<file path="src/rtl/i2s_playback_serializer_pkg.sv">
// Shared types and constants for the I2S playback serializer.
// Latency: n/a (declarations only).
// Backpressure: n/a.
package i2s_pkg;

    typedef enum logic [1:0] {
        IDLE      = 2'd0,
        WAIT_SYNC = 2'd1,
        RUN       = 2'd2
    } state_e;

    localparam int DEFAULT_DATA_W = 24;
    localparam int UNDERRUN_CNT_W = 16;

endpackage

</file>
<file path="src/rtl/i2s_playback_serializer_if.sv">
// Stereo PCM frame stream, {left, right} with left in the upper half.
// Latency: n/a (wiring only).
// Backpressure: valid/ready; a frame moves when s_valid && s_ready.
interface i2s_playback_serializer_if #(
    parameter int DATA_W = 24
);
    logic [2*DATA_W-1:0] s_data;
    logic                s_valid;
    logic                s_ready;

    modport master (output s_data, output s_valid, input  s_ready);
    modport slave  (input  s_data, input  s_valid, output s_ready);
endinterface

</file>
<file path="src/rtl/i2s_playback_serializer_fifo.sv">
// Generic synchronous FIFO; rdata shows the head entry so a pop consumes it.
// Latency: push visible at the head one clk after the write edge.
// Backpressure: push ignored while full, pop ignored while empty.
module i2s_sample_fifo #(
    parameter int WIDTH = 48,
    parameter int DEPTH = 8
) (
    input  logic                     clk,
    input  logic                     reset,
    input  logic                     push,
    input  logic [WIDTH-1:0]         wdata,
    input  logic                     pop,
    output logic [WIDTH-1:0]         rdata,
    output logic [$clog2(DEPTH):0]   level,
    output logic                     full,
    output logic                     empty
);
    localparam int AW = $clog2(DEPTH);

    logic [DEPTH-1:0][WIDTH-1:0] mem_q, mem_d;
    logic [AW:0]                 wptr_q, wptr_d;
    logic [AW:0]                 rptr_q, rptr_d;

    // Pointers carry one wrap bit so full and empty are distinguishable.
    assign empty = (wptr_q == rptr_q);
    assign full  = (wptr_q[AW] != rptr_q[AW]) && (wptr_q[AW-1:0] == rptr_q[AW-1:0]);
    assign level = wptr_q - rptr_q;
    assign rdata = mem_q[rptr_q[AW-1:0]];

    // Next-state for storage and pointers; push and pop may coincide.
    always_comb begin
        mem_d  = mem_q;
        wptr_d = wptr_q;
        rptr_d = rptr_q;
        if (push && !full) begin
            mem_d[wptr_q[AW-1:0]] = wdata;
            wptr_d                = wptr_q + 1'b1;
        end
        if (pop && !empty) begin
            rptr_d = rptr_q + 1'b1;
        end
    end

    // State register; reset flushes the queue.
    always_ff @(posedge clk) begin
        if (reset) begin
            mem_q  <= '0;
            wptr_q <= '0;
            rptr_q <= '0;
        end else begin
            mem_q  <= mem_d;
            wptr_q <= wptr_d;
            rptr_q <= rptr_d;
        end
    end

endmodule

</file>
<file path="src/rtl/i2s_playback_serializer.sv">
// Buffers stereo frames and shifts them out as standard I2S (MSB one bclk after lrclk edge).
// Latency: bclk pad fall to dout change is 4 clk; optional I2S_PLAYBACK_UNDERRUN_REPEAT_EN replays the last frame on underrun.
// Backpressure: s_ready = !fifo_full; underrun plays zeros (or repeats) and is counted.
module i2s_playback_serializer
    import i2s_pkg::*;
#(
    parameter int DATA_W     = DEFAULT_DATA_W,
    parameter int FIFO_DEPTH = 8
) (
    input  logic                          clk,
    input  logic                          reset,
    input  logic                          enable,
    i2s_playback_serializer_if.slave      s_if,
    input  logic                          bclk,
    input  logic                          lrclk,
    output logic                          dout,
    output logic [$clog2(FIFO_DEPTH):0]   fifo_level,
    output logic [UNDERRUN_CNT_W-1:0]     underrun_count,
    input  logic                          underrun_clear,
    output logic                          active
);
    // [0],[1] synchronizer, [2] history
    logic [2:0]                bclk_pipe_q, bclk_pipe_d;
    logic [2:0]                lr_pipe_q, lr_pipe_d;
    logic                      bclk_fall_q, bclk_fall_d;
    logic                      lr_prev_q, lr_prev_d;
    state_e                    state_q, state_d;
    logic [DATA_W-1:0]         shreg_q, shreg_d;
    logic [DATA_W-1:0]         hold_l_q, hold_l_d;
    logic [DATA_W-1:0]         hold_r_q, hold_r_d;
    logic                      dout_q, dout_d;
    logic [UNDERRUN_CNT_W-1:0] ucnt_q, ucnt_d;

    logic                      lr_cur, left_start, right_start, frame_start;
    logic                      fifo_pop, fifo_full, fifo_empty, underrun;
    logic [2*DATA_W-1:0]       fifo_rdata;

    i2s_sample_fifo #(.WIDTH(2*DATA_W), .DEPTH(FIFO_DEPTH)) u_fifo (
        .clk   (clk),
        .reset (reset),
        .push  (s_if.s_valid && !fifo_full),
        .wdata (s_if.s_data),
        .pop   (fifo_pop),
        .rdata (fifo_rdata),
        .level (fifo_level),
        .full  (fifo_full),
        .empty (fifo_empty)
    );

    assign s_if.s_ready   = !fifo_full;
    assign dout           = dout_q;
    assign underrun_count = ucnt_q;
    assign active         = (state_q == RUN);
    assign lr_cur         = lr_pipe_q[2];

    // Pad synchronizers and a registered bclk falling-edge strobe.
    always_comb begin
        bclk_pipe_d = {bclk_pipe_q[1:0], bclk};
        lr_pipe_d   = {lr_pipe_q[1:0], lrclk};
        bclk_fall_d = bclk_pipe_q[2] && !bclk_pipe_q[1];
    end

    // Slot tracking, FSM, frame fetch, shifter and underrun counter.
    always_comb begin
        state_d     = state_q;
        shreg_d     = shreg_q;
        hold_l_d    = hold_l_q;
        hold_r_d    = hold_r_q;
        dout_d      = dout_q;
        lr_prev_d   = lr_prev_q;
        ucnt_d      = ucnt_q;
        frame_start = 1'b0;
        fifo_pop    = 1'b0;
        underrun    = 1'b0;

        left_start  = bclk_fall_q && lr_prev_q && !lr_cur;
        right_start = bclk_fall_q && !lr_prev_q && lr_cur;
        if (bclk_fall_q) begin
            lr_prev_d = lr_cur;
        end

        if (!enable) begin
            state_d  = IDLE;
            dout_d   = 1'b0;
            shreg_d  = '0;
            hold_l_d = '0;
            hold_r_d = '0;
        end else begin
            case (state_q)
                IDLE: begin
                    dout_d  = 1'b0;
                    state_d = WAIT_SYNC;
                end
                WAIT_SYNC: begin
                    dout_d = 1'b0;
                    if (left_start) begin
                        state_d     = RUN;
                        frame_start = 1'b1;
                    end
                end
                RUN: begin
                    // Slot-start edges only load; the MSB goes out on the following fall.
                    if (left_start) begin
                        frame_start = 1'b1;
                    end else if (right_start) begin
                        shreg_d = hold_r_q;
                    end else if (bclk_fall_q) begin
                        dout_d  = shreg_q[DATA_W-1];
                        shreg_d = {shreg_q[DATA_W-2:0], 1'b0};
                    end
                end
                default: begin
                    state_d = IDLE;
                    dout_d  = 1'b0;
                end
            endcase
        end

        if (frame_start) begin
            if (fifo_empty) begin
                underrun = 1'b1;
`ifdef I2S_PLAYBACK_UNDERRUN_REPEAT_EN
                shreg_d  = hold_l_q;
`else
                hold_l_d = '0;
                hold_r_d = '0;
                shreg_d  = '0;
`endif
            end else begin
                fifo_pop = 1'b1;
                hold_l_d = fifo_rdata[2*DATA_W-1 -: DATA_W];
                hold_r_d = fifo_rdata[DATA_W-1:0];
                shreg_d  = fifo_rdata[2*DATA_W-1 -: DATA_W];
            end
        end

        // Clear wins over a same-cycle increment; count saturates.
        if (underrun_clear) begin
            ucnt_d = '0;
        end else if (underrun && (ucnt_q != '1)) begin
            ucnt_d = ucnt_q + 1'b1;
        end
    end

    // State registers with synchronous reset.
    always_ff @(posedge clk) begin
        if (reset) begin
            bclk_pipe_q <= '0;
            lr_pipe_q   <= '0;
            bclk_fall_q <= 1'b0;
            lr_prev_q   <= 1'b0;
            state_q     <= IDLE;
            shreg_q     <= '0;
            hold_l_q    <= '0;
            hold_r_q    <= '0;
            dout_q      <= 1'b0;
            ucnt_q      <= '0;
        end else begin
            bclk_pipe_q <= bclk_pipe_d;
            lr_pipe_q   <= lr_pipe_d;
            bclk_fall_q <= bclk_fall_d;
            lr_prev_q   <= lr_prev_d;
            state_q     <= state_d;
            shreg_q     <= shreg_d;
            hold_l_q    <= hold_l_d;
            hold_r_q    <= hold_r_d;
            dout_q      <= dout_d;
            ucnt_q      <= ucnt_d;
        end
    end

endmodule

</file>
<file path="src/flat_wrapper.sv">
// flat-port wrapper written by rule: the top's interface ports become plain ports
module i2s_playback_serializer_flat import i2s_pkg::*;
#(
    parameter int DATA_W     = DEFAULT_DATA_W,
    parameter int FIFO_DEPTH = 8
)
  (clk, reset, enable, bclk, lrclk, dout, fifo_level, underrun_count, underrun_clear, active, s_if_s_data, s_if_s_valid, s_if_s_ready);
  i2s_playback_serializer_if #(.DATA_W(DATA_W)) s_if_i ();
  input  logic clk;
  input  logic reset;
  input  logic enable;
  input  logic bclk;
  input  logic lrclk;
  output logic dout;
  output logic [$clog2(FIFO_DEPTH):0] fifo_level;
  output logic [UNDERRUN_CNT_W-1:0] underrun_count;
  input  logic underrun_clear;
  output logic active;
  input wire logic [$bits(s_if_i.s_data)-1:0] s_if_s_data;
  input wire logic [$bits(s_if_i.s_valid)-1:0] s_if_s_valid;
  output wire logic [$bits(s_if_i.s_ready)-1:0] s_if_s_ready;
  assign s_if_i.s_data = s_if_s_data;
  assign s_if_i.s_valid = s_if_s_valid;
  assign s_if_s_ready = s_if_i.s_ready;
  i2s_playback_serializer #(.DATA_W(DATA_W), .FIFO_DEPTH(FIFO_DEPTH)) u_core (.clk(clk), .reset(reset), .enable(enable), .s_if(s_if_i), .bclk(bclk), .lrclk(lrclk), .dout(dout), .fifo_level(fifo_level), .underrun_count(underrun_count), .underrun_clear(underrun_clear), .active(active));
endmodule
</file>
<file path="config.mk">
export PLATFORM = sky130hd
export DESIGN_NAME = i2s_playback_serializer_flat
export DESIGN_NICKNAME = d
export VERILOG_FILES = /design/src/rtl/i2s_playback_serializer_pkg.sv /design/src/rtl/i2s_playback_serializer_if.sv /design/src/rtl/i2s_playback_serializer_fifo.sv /design/src/rtl/i2s_playback_serializer.sv /design/src/flat_wrapper.sv
export SDC_FILE = /design/constraint.sdc
export NUM_CORES = 1
export LEC_CHECK = 0
export BUFFER_PORTS_ARGS = -buffer_cell sky130_fd_sc_hd__buf_2
export CAP_MARGIN = 20
export CORE_MARGIN = 2
export CORE_UTILIZATION = 55
export DETAILED_ROUTE_END_ITERATION = 6
export PLACE_DENSITY = 0.72
export RECOVER_POWER = 100
export SLEW_MARGIN = 0
export SYNTH_ARGS = -nofsm -noshare
export SYNTH_HDL_FRONTEND = slang
export SYNTH_SLANG_ARGS = --single-unit
</file>
<file path="constraint.sdc">
create_clock -name clk -period 5.1 [get_ports clk]
set_clock_uncertainty 0.1 [all_clocks]
set_input_delay 0.765 -clock clk [delete_from_list [all_inputs] [get_ports clk]]
set_output_delay 0.765 -clock clk [all_outputs]
set_load 0.005 [all_outputs]
</file>
==> metrics.txt <==
outcome finished with violations; failing checks capacitance limit, slew limit; post-CTS setup buffer count 0; DR pass1 iterations 5; CP max-delay cell clkbuf_1; Critical Path End Type register; Worst-Margin Slew 2.525 ns; Max stage delay on crit path 1.24 ns; hold wc startpoint lrclk; required time worst endpoint 5.45 ns; initial antenna violation count 1; CTS root buf clkbuf_16; FFs w/ async S/R, synth 0; Placed Cells 2682; total I/O pin count 78; CP Max Fanout 30; Reg clk slew, reported paths 0.06 ns; number of antenna diodes 0; Final setup violation count 0; cts bufs inserted 47; drt drc 0; Starting Density 0.5573; crit path cell chain inv_1 -> ha_1 -> nand3_1 -> o211ai_1 -> clkbuf_1 -> or2_2 -> o21ai_0; die footprint 37490 sq um; synthesis-to-finish area growth 9.719%; Hold Crit Class in -> reg; Via density 5.863; Wirelength per Cell 19.62 um; RSZ-0062 raised after global routing false; Tcrit/Tclk final 0.8385; H-tree Lvls 2; CORE AREA 35480 sq um; die height 193.6 um; GPL Wtd Cong 0.8370; Port Buffers 77; max cap viols 5; PwrDens 358.9 nW/um^2; share of cells above drive strength 1 0.1273; vias 16241; CTS sink count 467; CP Class reg -> reg; Relative slew margins -0.6834; Routed Antenna Nets 0; Synth Register Bits 467; Slew Viols, Final 291; Synthesis Warnings 0; synthesized instance count 2335; Total GRT Usage 0.2881; reg2reg start u_core.u_fifo.rptr_q[1]; Mapped Nets 2400; Max Freq 0.2338 GHz; Syn Area/Cell 8.469 sq um; EDFF count, synth 0; CTS-repair resized insts 0; DR iter-0 viols 1533; buffers plus inverters on the worst setup path 2; largest net degree at the start of global routing 228; Final Critical Period 4.276 ns; Worst VDD drop 0.2968 mV; Final nets 2335; DP HPWL 31360 um; vias in the first global route 15896; floorplan row count 69; WP data arrival 4.62 ns; leakage power 7.418 nW; startpoint types register; first-pass GRT wire length 87110 um; Mapped Area 19780 sq um; count of cell types in the netlist 44; overall die width 193.6 um; Worst-Skew Late Latency 0.58 ns; sequential share of the synthesized area 0.4728; hold buffer count at cts 0; total global routing overflow 0; Max clock buf depth 3; Critical path origin u_core.u_fifo.rptr_q[1]; CTS tree built; final setup TNS 0 ns; Finished Layout Cells 2770; final wirelength 54360 um; top_reg_cell synth dfxtp_1; CP delay by family, top buffers and inverters; final hold violation count 0
## per-stage QoR
stage	util	hold WS, ns	total power [mW]	worst slack [ns]	cell area (sq um)
2_1_floorplan	-	0.2885	4.115	1.381	19780
3_3_place_gp	0.5666	0.3067	4.222	1.746	20100
3_5_place_dp	0.5666	0.3160	4.236	1.614	20100
4_1_cts	0.6128	0.2915	7.817	1.545	21740
5_1_grt	0.6115	0.3270	8.011	0.6876	21700
6_report	0.6115	0.3019	7.786	0.8236	21700
## worst reg2reg max path, stage by stage (launching register included)
cell	delay (ns)
dfxtp_1	0.31
inv_1	1.05
ha_1	0.31
nand3_1	0.18
o211ai_1	0.21
clkbuf_1	1.24
or2_2	0.57
o21ai_0	0.18
## kinds of logic after synthesis
kind of cell               Yosys count  share of synthesized area
AOI/OAI and AO/OA                  462                     0.1202
xor gates and xnor gates            19                   0.008415
muxes                              170                     0.1468
and+or+nand+nor                    968                     0.1932
DFF                                467                     0.4728
adders and majority gates           10                   0.006707
buffers and inverters              239                    0.05194
## cell usage in the layout (no fill, tap or decap), types with 26 or more instances in the layout
cell type	netlist	layout
buf_4	20	26
nand2_1	807	807
nor2_1	79	73
mux4_2	96	96
dfxtp_1	467	465
nor3_1	29	27
a21oi_1	394	394
mux2i_1	74	74
o21ai_0	30	30
clkbuf_16	0	48
buf_2	14	64
## synthesized netlist by cell type (5+ instances only)
library cell    n  area, sq um
a21oi_1       394         1972
buf_1          26        97.59
buf_2          14        70.07
buf_4          20        150.1
clkbuf_1      133        499.2
clkbuf_2       30        150.1
dfxtp_1       467         9349
ha_1            9        112.6
inv_1          15        56.30
mux2i_1        74        740.7
mux4_2         96         2162
nand2_1       807         3029
nand3_1         7        35.03
nand4_1         5        31.28
nor2_1         79        296.5
nor2b_1         6        37.54
nor3_1         29        145.1
o21ai_0        30        150.1
o22ai_1        23        143.9
or2_2           9        56.30
xnor2_1        14        122.6
xor2_1          5        43.79
## metal layers
layer	global-route usage	wire (um)	vias up
met5	0	12	-
met4	0.1026	1601	2
met3	0.04453	4065	116
met2	0.4729	25730	609
met1	0.3885	22950	7844
li1	-	-	7670
## worst paths after layout
path	endpoint	slack (ns)	cells after the start
max reg2reg	u_core.hold_r_q[23]	0.82	7
max	u_core.hold_r_q[23]	0.82	7
min	u_core.lr_pipe_q[0]	0.30	2
min reg2reg	u_core.bclk_fall_q	0.33	1
## report_power, final
part	total, mW	leakage, nW	internal [mW]	switching, mW
logic	0.416	2.83	0.133	0.283
clock network	3.62	0.805	2.15	1.48
registers	3.75	3.78	3.71	0.0346
total	7.79	7.42	5.99	1.79
## flip-flops by register name, indices dropped and copies added, names as in the netlist
register and cells:
u_core.lr_prev_q 1, u_core.underrun_count 16, u_core.hold_r_q 24, u_core.shreg_q 24, u_core.state_q 2, u_core.lr_pipe_q 3, u_core.bclk_fall_q 1, u_core.u_fifo.rptr_q 4
u_core.dout 1, u_core.u_fifo.wptr_q 4, u_core.u_fifo.mem_q 384, u_core.bclk_pipe_q 3
## layout make-up
cell class	count	area [sq um]
repair buffers	109	608.1
fillers	2986	13790
inverters	16	60.06
multi-input cells	1629	9457
flip-flops and latches	467	9356
well taps	461	576.8
clock inverters	22	260.3
clock buffers	66	1379
(Power assumes the default switching activity.)
